<file path="config.mk">
export PLATFORM = sky130hd
export DESIGN_NAME = sdpram_rd_stream
export DESIGN_NICKNAME = d
export VERILOG_FILES = /design/src/rtl/sdpram_rd_stream.sv
export SDC_FILE = /design/constraint.sdc
export NUM_CORES = 1
export LEC_CHECK = 0
export CORE_ASPECT_RATIO = 0.5
export CORE_MARGIN = 2
export CORE_UTILIZATION = 30
export CTS_CLUSTER_DIAMETER = 80
export DETAILED_ROUTE_END_ITERATION = 6
export PLACE_DENSITY = 0.5
export SLEW_MARGIN = 10
export SYNTH_ARGS = -nofsm -noshare
export SYNTH_HDL_FRONTEND = slang
export SYNTH_SLANG_ARGS = --single-unit
</file>
<file path="constraint.sdc">
create_clock -name rd_clk -period 4.4 [get_ports rd_clk]
set_input_delay 0.66 -clock rd_clk [delete_from_list [all_inputs] [get_ports rd_clk]]
set_output_delay 0.66 -clock rd_clk [all_outputs]
set_load 0.05 [all_outputs]
</file>
<file path="src/rtl/sdpram_rd_stream.sv">
// sdpram_rd_stream: burst read sequencer for the 12x8 SDP RAM, returns data as a valid/ready stream via a credit-checked FWFT FIFO.
// Optional stall counter output stall_cnt enabled by defining RD_STREAM_STATS_EN.
module sdpram_rd_stream #(
   parameter int ADDR_WIDTH = 12,
   parameter int DATA_WIDTH = 8,
   parameter int RD_LATENCY = 2,
   parameter int FIFO_DEPTH = 4
) (
   input  logic                  rd_clk,
   input  logic                  rd_rst,
   input  logic                  cmd_valid,
   output logic                  cmd_ready,
   input  logic [ADDR_WIDTH-1:0] cmd_addr,
   input  logic [ADDR_WIDTH:0]   cmd_len,
   output logic [ADDR_WIDTH-1:0] ram_rd_addr,
   input  logic [DATA_WIDTH-1:0] ram_rd_data,
   output logic                  m_valid,
   input  logic                  m_ready,
   output logic [DATA_WIDTH-1:0] m_data,
   output logic                  m_last,
`ifdef RD_STREAM_STATS_EN
   output logic [15:0]           stall_cnt,
`endif
   output logic                  busy
);
   localparam int PW = $clog2(FIFO_DEPTH);
   localparam logic [1:0] IDLE = 2'd0, ISSUE = 2'd1, DRAIN = 2'd2;
   logic [1:0] state_q, state_d;
   logic [ADDR_WIDTH-1:0] addr_q, addr_d, rd_addr_q, rd_addr_d;
   logic [ADDR_WIDTH:0] rem_q, rem_d;
   logic [RD_LATENCY-1:0] vld_q, lst_q;
   logic [DATA_WIDTH-1:0] dat_mem [FIFO_DEPTH];
   logic lst_mem [FIFO_DEPTH];
   logic [PW-1:0] wr_q, rd_q;
   logic [PW:0] cnt_q, cnt_d, inflight;
   logic accept, issue, push, pop, last_issue;
   assign cmd_ready   = (state_q == IDLE) && !rd_rst;
   assign accept      = cmd_valid && cmd_ready;
   assign push        = vld_q[RD_LATENCY-1];
   assign m_valid     = cnt_q != '0;
   assign pop         = m_valid && m_ready;
   assign last_issue  = rem_q == (ADDR_WIDTH+1)'(1);
   assign m_data      = m_valid ? dat_mem[rd_q] : '0;
   assign m_last      = m_valid && lst_mem[rd_q];
   assign busy        = state_q != IDLE;
   assign ram_rd_addr = rd_addr_q;
   assign cnt_d       = cnt_q + (PW+1)'(push) - (PW+1)'(pop);
   always_comb begin
      inflight = '0;
      for (int i = 0; i < RD_LATENCY; i++) inflight = inflight + (PW+1)'(vld_q[i]);
   end
   // Reads already in the RAM pipe hold a FIFO slot, so the FIFO can never overflow.
   assign issue = (state_q == ISSUE) && (int'(cnt_q) + int'(inflight) - int'(pop) < FIFO_DEPTH);
   always_comb begin
      state_d   = state_q;
      addr_d    = addr_q;
      rem_d     = rem_q;
      rd_addr_d = rd_addr_q;
      if (accept && cmd_len != '0) begin
         state_d = ISSUE;
         addr_d  = cmd_addr;
         rem_d   = cmd_len;
      end
      if (issue) begin
         rd_addr_d = addr_q;
         addr_d    = addr_q + ADDR_WIDTH'(1);
         rem_d     = rem_q - (ADDR_WIDTH+1)'(1);
         state_d   = last_issue ? DRAIN : ISSUE;
      end
      if (state_q == DRAIN && inflight == '0 && cnt_d == '0) state_d = IDLE;
   end
   always_ff @(posedge rd_clk) begin
      if (rd_rst) begin
         state_q   <= IDLE;
         addr_q    <= '0;
         rem_q     <= '0;
         rd_addr_q <= '0;
         vld_q     <= '0;
         lst_q     <= '0;
         wr_q      <= '0;
         rd_q      <= '0;
         cnt_q     <= '0;
      end else begin
         state_q   <= state_d;
         addr_q    <= addr_d;
         rem_q     <= rem_d;
         rd_addr_q <= rd_addr_d;
         vld_q     <= (vld_q << 1) | RD_LATENCY'(issue);
         lst_q     <= (lst_q << 1) | RD_LATENCY'(issue && last_issue);
         wr_q      <= wr_q + PW'(push);
         rd_q      <= rd_q + PW'(pop);
         cnt_q     <= cnt_d;
      end
   end
   always_ff @(posedge rd_clk) begin
      if (push) begin
         dat_mem[wr_q] <= ram_rd_data;
         lst_mem[wr_q] <= lst_q[RD_LATENCY-1];
      end
   end
`ifdef RD_STREAM_STATS_EN
   logic [15:0] stall_q;
   always_ff @(posedge rd_clk) begin
      if (rd_rst || accept) stall_q <= '0;
      else if (m_valid && !m_ready && stall_q != 16'hFFFF) stall_q <= stall_q + 16'd1;
   end
   assign stall_cnt = stall_q;
`endif
endmodule

</file>
Word level (Yosys, flattened, before mapping). Memory sizes are Yosys's and may differ from the RTL's. A register that Yosys moved wholly into a read port is not among the register bits. Cells that the tools add are included.

Flip-flop bits (word level): 50. Memory bits (writable): 36. Output and inout port bits: 24. Logic and storage cells: 56. Memories kept: 2.

$add $sub $neg: 9. $lt $le $gt $ge: 1. Equal/unequal tests: 3. Muxes and demuxes: 12. Bitwise gates (word level): 2. Reduce and logical (&&, ||, !) cells: 18.

Memories: dat_mem (depth 4, bits a word 8, read ports 1, clocked after Yosys merged registers in 1, write ports 1, RTL line 32) `logic [DATA_WIDTH-1:0] dat_mem [FIFO_DEPTH];`; lst_mem (depth 4, bits a word 1, read ports 1, clocked after Yosys merged registers in 1, write ports 1, RTL line 33) `logic lst_mem [FIFO_DEPTH];`.

Operator list (number): 2-to-1 mux 13 bit (2); 2-to-1 mux 12 bit (2); equality test 13 x 1 -> 1 bit, second input constant (1); nonzero test 13 bit (1); subtractor 13 x 1 -> 13 bit, second input constant (1); adder 12 x 1 -> 12 bit, second input constant (1); 2-to-1 mux 2 bit (5); logical AND 1 bit (9); 2-to-1 mux 8 bit (1); logical NOT 3 bit (2); < comparator 5 x 4 -> 1 bit, second input constant (1); subtractor 4 x 1 -> 5 bit (1); adder 2 x 1 -> 2 bit (2); adder 3 x 2 -> 4 bit (1); OR 2 x 1 -> 2 bit (2); nonzero test 2 bit (2); adder 3 x 1 -> 3 bit (1); nonzero test 3 bit (1); subtractor 3 x 1 -> 3 bit (1); adder 1 x 1 -> 2 bit (1); equality test 2 x 1 -> 1 bit, second input constant (1); equality test 2 bit, second input constant (1); logical NOT 2 bit (1); 2-to-1 mux 1 bit (2); 2 further kinds (2).

Depth between registers and ports, before layout. Gate-level depths: netlist of run 1.

Word-level depth: 7. Depth in mapped cells: 12. Mapped depth without buffers: 11.

Worst setup path after synthesis of run 1. No wires, ideal clock.

Path type: in2reg. Start point: input port rd_rst. End point: register addr_q[3]. Setup time: 85 ps. Arrival: 2947 ps. Slack: 1368 ps. Stages on the path: 8. Path through: nor3_1 and2_1 clkbuf_1 and2_1 clkbuf_1 buf_2 a32oi_1 o221ai_1.

Longest elaborated chain between the ends: 5.

RTL lines: start, declared (RTL line 10) `input logic rd_rst,`; logical NOT 1 bit (RTL line 37) `assign cmd_ready = (state_q == IDLE) && !rd_rst;`; logical AND 1 bit (RTL line 37); logical AND 1 bit (RTL line 38) `assign accept = cmd_valid && cmd_ready;`; logical AND 1 bit (RTL line 59) `if (accept && cmd_len != '0) begin`; nonzero test 2 bit (no source line); end signal, assigned (RTL line 85) `addr_q <= addr_d;`; end, declared (RTL line 29) `logic [ADDR_WIDTH-1:0] addr_q, addr_d, rd_addr_q, rd_addr_d;`.

Several ways; a longest one is shown, not always the timed one. A chain may end at the register's enable or synchronous reset.

Worst setup path after layout of run 1.
Start point: register cnt_q[2]. End point: register rem_q[0].

Longest elaborated chain between the ends: 6.

RTL lines: start, declared (RTL line 35) `logic [PW:0] cnt_q, cnt_d, inflight;`; start signal, assigned (RTL line 92) `cnt_q <= cnt_d;`; parallel branches: the longest is 2 deep, another holds adder 3 x 2 -> 4 bit; subtractor 4 x 1 -> 5 bit * (RTL line 53) `assign issue = (state_q == ISSUE) && (int'(cnt_q) + int'(inflight) - int'(pop) < FIFO_DEPTH);`; < comparator 5 x 4 -> 1 bit * (RTL line 53); logical AND 1 bit * (RTL line 53); 2-to-1 mux 13 bit / nonzero test 2 bit (equally long branches); end signal, assigned (RTL line 86) `rem_q <= rem_d;`; end, declared (RTL line 30) `logic [ADDR_WIDTH:0] rem_q, rem_d;`.

Every way passes the cells marked *.

==> results of run 1 <==
worst paths after layout:
kind                                  endpoint      startpoint
worst max-delay path                  rem_q[0]        cnt_q[2]
worst min-delay path            ram_rd_addr[6]  ram_rd_addr[6]
worst max register to register        rem_q[0]        cnt_q[2]
worst min register to register  ram_rd_addr[6]  ram_rd_addr[6]
cells by family after synthesis:
logic type      after synthesis
compound gates               94
fa+ha+maj                    13
flops                        86
buf+inv                      44
simple gates                160
xor+xnor                      7
mux                           9
layout make-up:
type / count / area [µm²] / area share, %
tap: 192 / 240 / 4.50
clock inverter: 6 / 68.8 / 1.29
clock buffer: 10 / 229 / 4.29
multi-input combinational: 283 / 2010 / 37.6
timing repair buffer: 69 / 663 / 12.4
sequential: 86 / 2080 / 39.0
inverter: 12 / 45.0 / 0.844
metal layers:
metal / track usage [%] / routed length (µm) / part of all wire (%)
met3: 3.57 / 465 / 4.2
met1: 21.2 / 5450 / 50
met2: 23.6 / 4890 / 45
met4: 5.19 / 181 / 1.6
met5: 0 / 0 / 0
worst reg2reg max path, delay by kind of cell (launching register included):
kind                       cells  cell delay [ps]
buffers and inverters          1              130
AOI/OAI and AO/OA              3              740
adders and majority gates      1              290
DFF                            1              400
and+or+nand+nor                5             1630
power groups by stage:
stage | registers (µW) | clock network, µW | logic, µW
after floorplan | 981 | 0 | 938
after global placement | 1020 | 0 | 1320
after detailed placement | 1020 | 0 | 1320
after CTS | 1000 | 797 | 1330
after global routing | 1020 | 827 | 1440
final | 1000 | 771 | 1320
cell usage in the layout (no fill, tap or decap), types with 10 or more instances in the layout:
cell type,Yosys,final
a21oi_1,16,16
and2_1,13,13
clkdlybuf4s50_1,0,59
dfxtp_1,50,50
edfxtp_1,36,36
ha_1,12,12
inv_1,12,12
nand2_1,30,30
nand3_1,25,25
nand4_1,16,16
nor2_1,18,18
nor2b_1,15,15
o21ai_0,16,16
o221ai_1,10,10
cells in the mapped netlist (all sizes together) (3+ instances only):
cell type	n
clkbuf	26
or2	5
o21ai	16
a32oi	9
inv	12
a311oi	4
xnor2	3
o311ai	3
nor2b	15
o221ai	10
o211ai	8
buf	6
a21oi	16
mux4	9
edfxtp	36
dfxtp	50
a31oi	9
nor2	18
nand2	30
nand3	25
o2111ai	4
ha	12
nand4	16
nor3	7
or4	6
nor4	6
xor2	4
and3	5
and2	13
registers in the layout (all words and copies together), names as in the netlist:
name,flops
lst_mem,4
lst_q,2
dat_mem,32
state_q,2
rd_q,2
vld_q,2
addr_q,12
rem_q,13
wr_q,2
cnt_q,3
ram_rd_addr,12
metrics by stage:
stage	hold WS [ps]	total power (µW)
4_1_cts	478	3130
2_1_floorplan	414	1920
3_5_place_dp	466	2340
6_report	472	3090
3_3_place_gp	460	2340
5_1_grt	502	3280
==> impl_metrics.ini, run 1 <==
[global_routing]
grt_first_pass_wirelength_um = 17700
grt.total_usage_pct = 15.3
grt_pass1_vias = 3294
globalRouteOverflowTotal = 0
antenna_found_initial = 0
grt_max_degree = 59

[cts]
cts_buffer_depth = 2
clk_latency_ps = 340
cts.sinks = 86
clkTransAtPathRegs_ps = 60
cts_tree = yes
numCtsBuffers = 9
cts_hold_buf = 0
ctsResizeCount = 0
cts.htree.levels = 3
cts_root_buf = clkbuf_16
cts_setup_buffers = 0

[yosys]
synth_adder_area_share_pct = 4.01
synthCells = 413
synth-simple-area-share_pct = 20.8
ys_ff_latch = 86
synth_cell_types = 53
synth_compound_area_share_pct = 15.8
synth-edff-count = 36
synth_mux_area_share_pct = 4.78
syn-cell-area_um2 = 4240
synth_ff_type = dfxtp_1
synth_top_family_by_area = simple AND/OR/NAND/NOR gates
synth_xor_area_share_pct = 1.45
synth.yosys.seq_area_share_pct = 49.1
avgSynthCellArea_um2 = 10.3
synth-async-reset-ratio_pct = 0
synth_top_area_share_pct = 25.5
synth_nets = 463
yosysTopAreaCell = edfxtp_1
ys_top_cells_by_area = edfxtp_1 26%, dfxtp_1 24%, mux4_2 4.8%
synth_warnings = 0

[die]
core_um2 = 13700
fp.dieH_um = 88.1
rows = 30
die_w_um = 172
initial_core_util_pct = 31.0
die-area_um2 = 15200
pin_count = 61

[routing]
via_count = 3497
wire_per_inst_um = 16.7
finalWirelength_um = 11000
firstDrtPassIters = 4
drt_iter0_markers = 185
ant_nets = 0
drc = 0
via_per_inst = 5.31

[worst_setup_path]
path_class = reg -> reg
path_buf_inv = 1
start_kind = flip-flop
r2r_slack_ps = 1110
reg2regPathDepth = 10
crit_fanout = 13
path_delay_family = simple AND/OR/NAND/NOR gates
arrival_ps = 3530
cp-end-kind = flip-flop
crit_path_frequent_cell = nand2_1
crit_slowest_cell = nand3_1
cp_cell_sequence = inv_1 -> nand3_1 -> nand2_1 -> or2_2 -> ha_1 -> a21o_1 -> o2111ai_1 -> and2_1 -> nand2_1 -> a221oi_1
critical_path_required_ps = 4640
cp.depth = 10
crit_path_max_incr_delay_ps = 410

[placement]
pre_cts_slack_ps = 896
dp.cells = 642
placed_cell_area_um2 = 5040
place_hpwl_um = 7210
io_buffers = 60
gp_congestion = 0.765

[finish]
nets = 511
antennaDiodeCount = 0
layout.cells.non_filler = 658
nFillCells = 1358
area_growth_pct = 25.9
final_cell_area_um2 = 5340
fin_util_pct = 39.1
drive_above_1_share_pct = 9.87

[power]
seqPwrFrac_pct = 32.4
clockPowerShare_pct = 24.9
p_leak_uw = 0.00175
p_switching_uw = 1270
peakVddDrop_v = 0.000211
sw_frac_of_total_pct = 40.9
share_comb_of_total_power_pct = 42.7
power-per-cell-area_nw_per_um2 = 580
internal_power_uw = 1830

[worst_hold_path]
holdPathStages = 2
hold_path.class = reg -> reg

[timing]
fmax_ghz = 0.304
skew_ps = 8.03
rsz0062_at_grt = false
worstMarginPinSlew_ps = 894
post-route-period-util_pct = 74.7
setup_viol = 0
slew_violations = 0
fin_crit_ps = 3290
setup_tns_ps = 0
setup_ws_ps = 1110
hold_viol = 0
slew_headroom_pct = 40.2

[flow_run]
maxCapViolations = 0

[run_status]
outcome = complete, no violations
No activity file was read; power rests on OpenSTA's default activity.
==> inputs of run 2 (changes only) <==
--- a/config.mk
+++ b/config.mk
@@ -10,7 +10,7 @@
 export CORE_UTILIZATION = 30
 export CTS_CLUSTER_DIAMETER = 80
 export DETAILED_ROUTE_END_ITERATION = 6
-export PLACE_DENSITY = 0.5
+export PLACE_DENSITY = 0.52
 export SLEW_MARGIN = 10
 export SYNTH_ARGS = -nofsm -noshare
 export SYNTH_HDL_FRONTEND = slang
==> constraint.sdc (replaced) <==
create_clock -name rd_clk -period 2.8 [get_ports rd_clk]
set_input_delay 0.42 -clock rd_clk [delete_from_list [all_inputs] [get_ports rd_clk]]
set_output_delay 0.42 -clock rd_clk [all_outputs]
set_load 0.05 [all_outputs]
==> run 2 against run 1 <==
- hold slack worse by 34 ps
- critical path type is now reg -> out
- final cell count increased by 4.3%
- flip-flop and latch count stayed put
- via count is 0.69% higher
- clock-buffer cell count down 1
- critical endpoint is now m_data[4]
- power grew 67%
- die area did not move
- clock power rose by 61%
==> impl_metrics.ini, run 2 (synthesis results as in run 1) <==
[run_status]
outcome = complete, no violations

[cts]
clk_latency_ps = 340
cts.sinks = 86
cts_root_buf = clkbuf_16
cts_tree = yes
cts.htree.levels = 3
numCtsBuffers = 9
ctsResizeCount = 0
cts_buffer_depth = 2
cts_hold_buf = 0
clkTransAtPathRegs_ps = 70
cts_setup_buffers = 0

[routing]
via_count = 3521
drt_iter0_markers = 251
wire_per_inst_um = 16.1
drc = 0
via_per_inst = 5.13
finalWirelength_um = 11000
firstDrtPassIters = 5
ant_nets = 0

[global_routing]
antenna_found_initial = 0
grt_first_pass_wirelength_um = 17800
grt.total_usage_pct = 15.3
globalRouteOverflowTotal = 0
grt_max_degree = 59
grt_pass1_vias = 3345

[die]
initial_core_util_pct = 31.0
die-area_um2 = 15200
core_um2 = 13700
die_w_um = 172
rows = 30
fp.dieH_um = 88.1
pin_count = 61

[worst_setup_path]
start_kind = flip-flop
crit_path_max_incr_delay_ps = 690
cp-end-kind = output pin
r2r_slack_ps = 150
critical_path_required_ps = 2380
arrival_ps = 2240
r2r_end = rem_q[9]
reg2regPathDepth = 10
crit_fanout = 9
cp_cell_sequence = buf_4 -> mux4_2 -> and2_1 -> clkdlybuf4s50_1
crit-reg2reg-launch = vld_q[1]
crit_slowest_cell = clkdlybuf4s50_1
path_class = reg -> out

[timing]
post-route-period-util_pct = 94.9
setup_tns_ps = 0
slew_headroom_pct = 40.1
hold_viol = 0
slew_violations = 0
skew_ps = 2.77
fin_crit_ps = 2660
setup_viol = 0
worstMarginPinSlew_ps = 896
fmax_ghz = 0.376
rsz0062_at_grt = false

[worst_hold_path]
worstHoldStart = lst_q[0]
holdPathStages = 1
min_to = lst_q[1]
hold_path.class = reg -> reg

[finish]
mostFrequentLayoutCells = 55 x clkdlybuf4s50_1, 50 x dfxtp_1, 36 x edfxtp_1, 36 x buf_4, 30 x nand2_1
drive_above_1_share_pct = 15.6
reg_top3 = dat_mem x32, rem_q x13
fin_util_pct = 40.8
antennaDiodeCount = 0
final_common_cell = clkdlybuf4s50_1
nets = 539
area_growth_pct = 31.4
largest_reg_flops = 32
nFillCells = 1376
largest_register = dat_mem
final_cell_area_um2 = 5570

[power]
p_leak_uw = 0.00191
peakVddDrop_v = 0.000316
power-per-cell-area_nw_per_um2 = 929

[placement]
place_hpwl_um = 7390
gp_congestion = 0.778
placed_cell_area_um2 = 5260
io_buffers = 60

[flow_run]
maxCapViolations = 0
-- run 2: cell count changes in the layout (fill, tap and decap cells not counted), moves of 2 or more --
cell             delta
buf_6               +3
clkdlybuf4s50_1     -4
buf_4              +27
buf_12              +2
clkinv_4            +2
-- run 2: layout make-up --
class                   instances  area (µm²)  area share (%)
clock inverters                 7        78.8            1.42
inverters                      12        45.0           0.809
multi-input cells             283        2000            35.9
flip-flops and latches         86        2080            37.4
well taps                     192         240            4.31
repair buffers                 97         900            16.2
clock buffers                   9         225            4.04
-- run 2: metrics by stage --
stage	worst slack (ps)	hold WS, ps	power, µW	cells
4_1_cts	104	440	5180	686
6_report	143	438	5180	686
5_1_grt	0.279	462	5480	686
2_1_floorplan	8.39	414	3020	413
3_3_place_gp	-142	425	3930	670
3_5_place_dp	-145	424	3940	670
-- run 2: how the worst max path moves through the flow --
stage                   from              end  slack [ps]
floorplan             rd_rst        addr_q[3]           8
global placement     m_ready         rem_q[9]        -140
detailed placement   m_ready         rem_q[9]        -150
CTS                  rd_q[0]        m_data[4]         100
global route        vld_q[1]  ram_rd_addr[10]         0.3
finish               rd_q[0]        m_data[4]         140
-- run 2: power by group --
group	total (µW)	leakage (µW)	internal, µW	switching [µW]
sequential	1530	0.000733	1410	115
clock	1240	0.000151	703	539
combinational	2400	0.00103	996	1410
total	5180	0.00191	3110	2060
-- run 2: critical path, delay by kind of cell (launching register included) --
kind | cells | cell delay, ps
multiplexers | 1 | 520
flip-flops | 1 | 310
buffers and inverters | 2 | 890
AND/OR/NAND/NOR | 1 | 170
-- run 2: metal layers --
layer	wire (µm)	part of all wire [%]	GRT usage (%)
met4	115	1.0	4.58
met3	372	3.4	3.25
met5	0	0	0
met1	5820	53	21.5
met2	4740	43	23.7
